--- src/rtl/dmem_arb_pkg.sv ---
// Shared types and constants for the data-memory arbiter.
// State encoding, master indices and the access-time counter width.
package dmem_arb_pkg;

   typedef enum logic [1:0] {
      IDLE   = 2'd0,
      ACCESS = 2'd1,
      RESP   = 2'd2
   } state_t;

   localparam logic M_CPU = 1'b0;
   localparam logic M_DBG = 1'b1;
   localparam int   CNT_W = 4;

endpackage

--- src/rtl/dmem_arb_grant.sv ---
// Combinational winner selection between the CPU and the debug/DMA master.
// DMEM_ARB_RR_EN selects round-robin; otherwise fixed priority m0 > m1.
module dmem_arb_grant
   import dmem_arb_pkg::*;
(
   input  logic m0_req,
   input  logic m1_req,
   input  logic last_grant,
   output logic any_req,
   output logic win
);

`ifndef DMEM_ARB_RR_EN
   logic unused_last_grant;
   assign unused_last_grant = last_grant;
`endif

   always_comb begin
      any_req = m0_req | m1_req;
      win     = M_CPU;
`ifdef DMEM_ARB_RR_EN
      if (m0_req && m1_req) begin
         win = ~last_grant;
      end else if (m1_req) begin
         win = M_DBG;
      end
`else
      if (!m0_req && m1_req) begin
         win = M_DBG;
      end
`endif
   end

endmodule

--- src/rtl/dmem_arbiter.sv ---
// Two-master sequencer for the single-port Data_Memory with fixed access time.
// Build option DMEM_ARB_RR_EN: round-robin instead of fixed m0-first priority.
//
// state  | meaning
// IDLE   | arbitrate, latch winner's command, load access counter
// ACCESS | strobes held for MEM_LATENCY cycles, read data captured on the last
// RESP   | one-cycle ack to the granted master, strobes low
module dmem_arbiter
   import dmem_arb_pkg::*;
#(
   parameter int MEM_LATENCY = 2,
   parameter int DATA_W      = 32
) (
   input  logic              clk_i,
   input  logic              rst_i,
   input  logic              m0_req_i,
   input  logic              m0_we_i,
   input  logic [DATA_W-1:0] m0_addr_i,
   input  logic [DATA_W-1:0] m0_wdata_i,
   output logic              m0_ack_o,
   output logic [DATA_W-1:0] m0_rdata_o,
   input  logic              m1_req_i,
   input  logic              m1_we_i,
   input  logic [DATA_W-1:0] m1_addr_i,
   input  logic [DATA_W-1:0] m1_wdata_i,
   output logic              m1_ack_o,
   output logic [DATA_W-1:0] m1_rdata_o,
   output logic [DATA_W-1:0] mem_addr_o,
   output logic [DATA_W-1:0] mem_wdata_o,
   output logic              mem_wr_o,
   output logic              mem_rd_o,
   input  logic [DATA_W-1:0] mem_rdata_i,
   output logic              cpu_stall_o
);

`ifndef SYNTHESIS
   if (MEM_LATENCY < 1 || MEM_LATENCY > 15) begin : g_bad_latency
      $error("dmem_arbiter: MEM_LATENCY=%0d outside 1..15", MEM_LATENCY);
   end
`endif

   localparam logic [CNT_W-1:0] CNT_LOAD = CNT_W'(MEM_LATENCY - 1);

   state_t           state;
   logic [CNT_W-1:0] cnt;
   logic             grant;
   logic             lat_we;
   logic             last_grant;
   logic             any_req;
   logic             win;

`ifndef DMEM_ARB_RR_EN
   assign last_grant = 1'b1;
`endif

   dmem_arb_grant u_grant (
      .m0_req     (m0_req_i),
      .m1_req     (m1_req_i),
      .last_grant (last_grant),
      .any_req    (any_req),
      .win        (win)
   );

   assign cpu_stall_o = m0_req_i & ~m0_ack_o;

   always_ff @(posedge clk_i or posedge rst_i) begin
      if (rst_i) begin
         state       <= IDLE;
         cnt         <= '0;
         grant       <= M_CPU;
         lat_we      <= 1'b0;
`ifdef DMEM_ARB_RR_EN
         last_grant  <= M_DBG;
`endif
         m0_ack_o    <= 1'b0;
         m1_ack_o    <= 1'b0;
         m0_rdata_o  <= '0;
         m1_rdata_o  <= '0;
         mem_addr_o  <= '0;
         mem_wdata_o <= '0;
         mem_wr_o    <= 1'b0;
         mem_rd_o    <= 1'b0;
      end else begin
         case (state)
            IDLE: begin
               m0_ack_o <= 1'b0;
               m1_ack_o <= 1'b0;
               if (any_req) begin
                  grant <= win;
`ifdef DMEM_ARB_RR_EN
                  last_grant <= win;
`endif
                  if (win == M_DBG) begin
                     lat_we      <= m1_we_i;
                     mem_addr_o  <= m1_addr_i;
                     mem_wdata_o <= m1_wdata_i;
                     mem_wr_o    <= m1_we_i;
                     mem_rd_o    <= ~m1_we_i;
                  end else begin
                     lat_we      <= m0_we_i;
                     mem_addr_o  <= m0_addr_i;
                     mem_wdata_o <= m0_wdata_i;
                     mem_wr_o    <= m0_we_i;
                     mem_rd_o    <= ~m0_we_i;
                  end
                  cnt   <= CNT_LOAD;
                  state <= ACCESS;
               end
            end
            ACCESS: begin
               if (cnt == '0) begin
                  mem_wr_o <= 1'b0;
                  mem_rd_o <= 1'b0;
                  // read data sampled in the last strobe cycle; writes leave rdata alone
                  if (grant == M_DBG) begin
                     m1_ack_o <= 1'b1;
                     if (!lat_we) m1_rdata_o <= mem_rdata_i;
                  end else begin
                     m0_ack_o <= 1'b1;
                     if (!lat_we) m0_rdata_o <= mem_rdata_i;
                  end
                  state <= RESP;
               end else begin
                  cnt <= cnt - 1'b1;
               end
            end
            RESP: begin
               m0_ack_o <= 1'b0;
               m1_ack_o <= 1'b0;
               state    <= IDLE;
            end
            default: begin
               m0_ack_o <= 1'b0;
               m1_ack_o <= 1'b0;
               mem_wr_o <= 1'b0;
               mem_rd_o <= 1'b0;
               state    <= IDLE;
            end
         endcase
      end
   end

endmodule
--- config.mk ---
export PLATFORM = sky130hd
export DESIGN_NAME = dmem_arbiter
export DESIGN_NICKNAME = d
export VERILOG_FILES = /design/src/rtl/dmem_arb_pkg.sv /design/src/rtl/dmem_arb_grant.sv /design/src/rtl/dmem_arbiter.sv
export SDC_FILE = /design/constraint.sdc
export NUM_CORES = 1
export LEC_CHECK = 0
export ABC_CLOCK_PERIOD_IN_PS = 7000
export CAP_MARGIN = 20
export CORE_ASPECT_RATIO = 1.1
export CORE_MARGIN = 2
export CORE_UTILIZATION = 44
export CTS_CLUSTER_SIZE = 20
export DETAILED_ROUTE_END_ITERATION = 12
export GPL_ROUTABILITY_DRIVEN = 0
export HOLD_SLACK_MARGIN = 0.15
export PLACE_DENSITY = 0.86
export SETUP_SLACK_MARGIN = 0.1
export SLEW_MARGIN = 20
export SYNTH_ARGS = -nofsm -noshare
export SYNTH_HDL_FRONTEND = slang
export SYNTH_HIERARCHICAL = 1
export SYNTH_SLANG_ARGS = --single-unit
--- constraint.sdc ---
create_clock -name clk_i -period 7 [get_ports clk_i]
set_input_delay 1.4 -clock clk_i [delete_from_list [all_inputs] [get_ports clk_i]]
set_output_delay 1.4 -clock clk_i [all_outputs]
set_load 0.1 [all_outputs]
# Yosys cells after proc, flatten, opt, wreduce, memory -nomap -nowiden
# Index checks and enable logic that the tools add are counted.
# word_totals
register_bits	140
inputBits	166
out_inout_bits	133
wordCells	63
# classes
n_addsub	1
eq_ne	7
mux	22
bitwise_logic	8
reduce_logical	13
# ops
op	count
$mux 32	2
$mux 1	12
$ne 2x2->1 const B	5
$mux 4	2
$pmux 4 s2	1
$reduce_and 2->1	4
$reduce_and 4->1	2
$not 1->1	6
$pmux 1 s3	2
$reduce_and 3->1	2
$logic_not 4->1	1
$mux 2	2
$pmux 2 s2	1
$sub 4x1->4 const B	1
$eq 2x1->1 const B	1
$eq 2x2->1 const B	1
$logic_not 2->1	1
$reduce_bool 2->1	1
$and 1x1->1	1
$logic_and 1x1->1	1
$logic_not 1->1	1
$or 1x1->1	1

# Logic depth before layout (Yosys ltp)
# Gate-level depths: netlist (run 1).
# logic_depth
ltp_word	6
ltp_mapped	7
ltp_nobuf	5

# Hierarchy
# The synthesis (run 1) kept the hierarchy.
# modules_own_cells
module	n_inst	cells_per_inst	area_each_um2	seq_area_each_um2
dmem_arbiter	1	476	6092.1	3503.4
dmem_arb_grant	1	2	12.5	0.0

# Least setup slack after synthesis (run 1)
# OpenSTA, ideal clock, no wires.
# synth_path
path_type	input to output
from	input port m0_req_i
to	output port cpu_stall_o
arrival_ps	2734
required_time_ps	5600
path_slack_ps	2866
stages	1
n_path_buf	0
path_cell_list	nor2b_1
# synth_via
elab_chain_len	1
# synth_rtl
element	line_no	source
from (decl)	dmem_arbiter.sv:16	input logic m0_req_i,
$and 1x1->1	dmem_arbiter.sv:64	assign cpu_stall_o = m0_req_i & ~m0_ack_o;
to (decl)	dmem_arbiter.sv:33	output logic cpu_stall_o
# No other way between the ends.

# Final worst setup path (run 1)
# Same ends and word-level chain as after synthesis.

==> impl_metrics.env, run 1 <==
export IMPL_dieArea_sq_mm=0.0148
export IMPL_crit_fanout=3
export IMPL_cts_resized_gates=0
export IMPL_setup_viol=0
export IMPL_rsz0062_at_grt="false"
export IMPL_hold_buffers=0
export IMPL_reg2regPathDepth=3
export IMPL_synth_area_per_cell_sq_um=12.8
export IMPL_final_setup_tns_ns=0
export IMPL_finalClockSkew_ns=0.00830
export IMPL_core_area_sq_mm=0.0137
export IMPL_io_buffer_count=298
export IMPL_fin_nets=934
export IMPL_drive_gt1_frac=0.136
export IMPL_rr_endpoint="m1_rdata_o[9]"
export IMPL_rows=45
export IMPL_place_ws_ns=2.36
export IMPL_antenna_left=0
export IMPL_clkSinkCount=140
export IMPL_yosysWarnings=6
export IMPL_grt_pass1_vias=4970
export IMPL_die_h_microns=128
export IMPL_fillers=918
export IMPL_crit_path_top_delay_cell="clkdlybuf4s50_1"
export IMPL_holdCritStartpoint="mem_wdata_o[9]"
export IMPL_num_vias=4742
export IMPL_ios=299
export IMPL_areaGrowthSynthToFinish_pct=60.6
export IMPL_crit_type="in2out"
export IMPL_grt_pass1_wl_mm=25.7
export IMPL_syn_nets=645
export IMPL_crit_path_end_kind="output port"
export IMPL_hold_class="reg2reg"
export IMPL_drcViolationCount=0
export IMPL_first_pass_iters=4
export IMPL_start_kind="input pin"
export IMPL_max_cap_viol_count=0
export IMPL_rrSetupSlack_ns=4.61
export IMPL_reg2reg_from="state[0]"
export IMPL_hold_viol=0
export IMPL_diodes=0
export IMPL_whs_ns=0.473
export IMPL_grt_max_degree=132
export IMPL_cp_top_family="buffers and inverters"
export IMPL_antenna_found_initial=0
export IMPL_worst_path_buf_inv=2
export IMPL_cts_root_buf="clkbuf_16"
export IMPL_cts_made_buffers=17
export IMPL_h_tree_depth=4
export IMPL_wl_per_cell_microns=17.1
export IMPL_slew_headroom=0.282
export IMPL_cts_tree="built"
export IMPL_grt_usage=0.229
export IMPL_clockBufferDepth=2
export IMPL_clkTransAtPathRegs_ns=0.06
export IMPL_worst_pin_slew_ns=1.07
export IMPL_cts_setup_buffers=0
export IMPL_timing_final_ws_setup_ns=2.36
export IMPL_postSynthCellCount=477
export IMPL_crit_chain="clkdlybuf4s50_1 -> nor2b_1 -> clkdlybuf4s50_1"
export IMPL_synth_area_sq_mm=0.00610
export IMPL_wl_mm=16.5
export IMPL_crit_path_max_incr_delay_ns=1.14
export IMPL_clock_latency_ns=0.41
export IMPL_min_to="mem_wdata_o[9]"
export IMPL_arrival_ns=3.24
export IMPL_die_w_microns=116
export IMPL_start_util=0.446
export IMPL_post_route_min_period_ns=4.64
export IMPL_status="finished clean"
export IMPL_drt_initial_drc_count=277
export IMPL_via_per_inst=4.91
export IMPL_crit_path_frequent_cell="clkdlybuf4s50_1"
export IMPL_fmax_mhz=216
export IMPL_drv_slew=0
export IMPL_period_share=0.662
export IMPL_worstPathRequired_ns=5.60
export IMPL_min_path_cells=2
export IMPL_gr_total_overflow=0
export IMPL_dp_hpwl_mm=12.4
==> cell type report <==
cell class / count / area, sq um / share of cell area
flip-flops and latches: 140 / 3500 / 0.357
repair buffers: 302 / 3020 / 0.308
multi-input cells: 301 / 2390 / 0.244
clock buffers: 21 / 470 / 0.0480
well taps: 188 / 235 / 0.0240
clock inverters: 10 / 163 / 0.0166
inverters: 4 / 20.0 / 0.00204
==> worst max path at each step <==
stage                     slack, ns     endpoint      from  depth (start not counted)
after floorplan                1.85       cnt[0]     rst_i                          1
after global placement         2.37  cpu_stall_o  m0_req_i                          3
after global routing           2.31  cpu_stall_o  m0_req_i                          3
after CTS                      2.36  cpu_stall_o  m0_req_i                          3
final                          2.36  cpu_stall_o  m0_req_i                          3
after detailed placement       2.36  cpu_stall_o  m0_req_i                          3
==> stage by stage <==
| stage | util | cell area, sq um | std cells |
|---|---|---|---|
| floorplan | - | 6100 | 477 |
| global placement | 0.670 | 9160 | 935 |
| detailed placement | 0.670 | 9160 | 935 |
| CTS | 0.716 | 9790 | 966 |
| global route | 0.716 | 9800 | 966 |
| finish | 0.716 | 9800 | 966 |
==> routing by layer <==
layer	global-route usage	part of all wire	wire length [microns]	vias to the layer above
met5	0	0	0	-
met4	0.0994	0.026	423	0
met3	0.0664	0.081	1330	34
met2	0.389	0.51	8370	232
met1	0.269	0.39	6410	2241
li1	-	-	-	2235
==> state kept, by name (all words and copies together) (netlist names), 2 cells and up <==
name	flops
state	2
m1_rdata_o	32
cnt	4
m0_rdata_o	32
mem_addr_o	32
mem_wdata_o	32
==> worst reg2reg max path, cell delays in order (launching register included) <==
cell,delay [ns]
dfrtp_1,0.56
or3b_4,0.45
or4b_4,0.83
mux2_4,0.43
==> cell usage in the layout (no fill, tap or decap), types with 3 or more instances in the layout <==
cell and count:
clkbuf_16 17, clkdlybuf4s50_1 297, bufinv_16 4, mux2i_1 65, nor2b_1 3, a21oi_1 3
inv_1 3, o21ai_0 65, nand2_1 67, nor2_1 5, mux2_4 36, buf_4 3
mux2_2 29, dfrtp_1 140, clkbuf_8 3
Power of run 1 is left out: the tool's default activity adds up to more than one toggle a clock period on the data nets, which glitch-free logic cannot reach.
==> run 2, diff against run 1 <==
--- a/config.mk
+++ b/config.mk
@@ -5,16 +5,16 @@
 export SDC_FILE = /design/constraint.sdc
 export NUM_CORES = 1
 export LEC_CHECK = 0
-export ABC_CLOCK_PERIOD_IN_PS = 7000
+export ABC_CLOCK_PERIOD_IN_PS = 4400
 export CAP_MARGIN = 20
 export CORE_ASPECT_RATIO = 1.1
 export CORE_MARGIN = 2
-export CORE_UTILIZATION = 44
+export CORE_UTILIZATION = 41
 export CTS_CLUSTER_SIZE = 20
 export DETAILED_ROUTE_END_ITERATION = 12
 export GPL_ROUTABILITY_DRIVEN = 0
 export HOLD_SLACK_MARGIN = 0.15
-export PLACE_DENSITY = 0.86
+export PLACE_DENSITY = 0.81
 export SETUP_SLACK_MARGIN = 0.1
 export SLEW_MARGIN = 20
 export SYNTH_ARGS = -nofsm -noshare
==> constraint.sdc (replaced) <==
create_clock -name clk_i -period 4.4 [get_ports clk_i]
set_input_delay 0.88 -clock clk_i [delete_from_list [all_inputs] [get_ports clk_i]]
set_output_delay 0.88 -clock clk_i [all_outputs]
set_load 0.1 [all_outputs]
==> impl_metrics.env, run 2 (same netlist as run 1, synthesis figures left out) <==
export IMPL_worst_pin_slew_ns=1.06
export IMPL_cts_tree="built"
export IMPL_slew_headroom=0.293
export IMPL_hold_viol=0
export IMPL_post_route_min_period_ns=2.85
export IMPL_fin_nets=936
export IMPL_final_setup_tns_ns=0
export IMPL_crit_type="reg2out"
export IMPL_clockBufferDepth=2
export IMPL_worst_path_buf_inv=1
export IMPL_hold_class="reg2reg"
export IMPL_cp_top_family="buffers and inverters"
export IMPL_drcViolationCount=0
export IMPL_utilization=0.675
export IMPL_clkTransAtPathRegs_ns=0.06
export IMPL_max_cap_viol_count=0
export IMPL_antenna_found_initial=0
export IMPL_setup_viol=0
export IMPL_core_area_sq_mm=0.0145
export IMPL_crit_path_top_delay_cell="clkdlybuf4s50_1"
export IMPL_die_w_microns=120
export IMPL_cts_made_buffers=17
export IMPL_drv_slew=0
export IMPL_arrival_ns=1.97
export IMPL_dp_hpwl_mm=13.0
export IMPL_final_common_cell="clkdlybuf4s50_1"
export IMPL_grt_pass1_wl_mm=27.1
export IMPL_worstPathRequired_ns=3.52
export IMPL_antenna_left=0
export IMPL_crit_chain="clkdlybuf4s50_1"
export IMPL_ios=299
export IMPL_drive_gt1_frac=0.140
export IMPL_cts_resized_gates=0
export IMPL_grt_usage=0.221
export IMPL_finalClockSkew_ns=0.0107
export IMPL_wl_per_cell_microns=17.8
export IMPL_clkSinkCount=140
export IMPL_stdcell_area_sq_mm=0.00979
export IMPL_timing_final_ws_setup_ns=1.55
export IMPL_start_util=0.421
export IMPL_dieArea_sq_mm=0.0159
export IMPL_postPlaceCellArea_sq_mm=0.00919
export IMPL_cts_setup_buffers=0
export IMPL_grt_pass1_vias=5014
export IMPL_place_ws_ns=1.46
export IMPL_num_vias=4802
export IMPL_wl_mm=17.3
export IMPL_fillers=1054
export IMPL_rows=46
export IMPL_cts_root_buf="clkbuf_16"
export IMPL_first_pass_iters=4
export IMPL_multiInputGateArea_sq_mm=0.00239
export IMPL_period_share=0.649
export IMPL_start_kind="flip-flop"
export IMPL_seqCellArea_sq_mm=0.00350
export IMPL_die_h_microns=132
export IMPL_diodes=0
export IMPL_gr_total_overflow=0
export IMPL_via_per_inst=4.94
export IMPL_io_buffer_count=298
export IMPL_clock_latency_ns=0.41
export IMPL_fmax_mhz=350
export IMPL_crit_path_max_incr_delay_ns=1.19
export IMPL_areaGrowthSynthToFinish_pct=60.4
export IMPL_rsz0062_at_grt="false"
export IMPL_layout_common_cells="clkdlybuf4s50_1 (297), dfrtp_1 (140), nand2_1 (67), mux2i_1 (65), o21ai_0 (65)"
export IMPL_h_tree_depth=4
export IMPL_grt_max_degree=86
export IMPL_crit_fanout=2
export IMPL_status="finished clean"
export IMPL_crit_path_end_kind="output port"
export IMPL_hold_buffers=0
export IMPL_drt_initial_drc_count=213
## run 2: path summary, 6_finish.rpt
path                           startpoint               to  slack (ns)  cells after the start
max                        mem_wdata_o[9]   mem_wdata_o[9]        1.55                      1
min                        mem_wdata_o[4]   mem_wdata_o[4]        0.47                      2
max reg2reg                      state[0]    m1_rdata_o[6]        2.01                      3
min reg2reg                mem_wdata_o[4]   mem_wdata_o[4]        0.47                      2
max in group asynchronous           rst_i           lat_we        2.83                      3
min in group asynchronous           rst_i  mem_wdata_o[24]        1.05                      3
## run 2: layout make-up
class	count	area share
flip-flops and latches	140	0.358
inverters	4	0.00192
well taps	192	0.0245
repair buffers	304	0.311
clock buffers	20	0.0467
multi-input cells	301	0.244
clock inverters	12	0.0139
## run 2: per-layer routing
metal,global-route usage,routed length [microns]
met5,0,0
met2,0.378,8730
met4,0.0963,529
met1,0.257,6750
met3,0.0623,1300
## run 2: per-stage QoR
step / instances / hold WS [ns]
after floorplan: 477 / 0.467
after global placement: 941 / 0.462
after detailed placement: 941 / 0.469
after CTS: 973 / 0.482
after global routing: 973 / 0.508
final: 973 / 0.472
## run 2: tightest hold or removal path, cell delays in order, from the launching register on
cell and delay, ns:
dfrtp_1 0.34, nand2_1 0.04, o21ai_0 0.05
Power of run 2 is left out for the same reason.
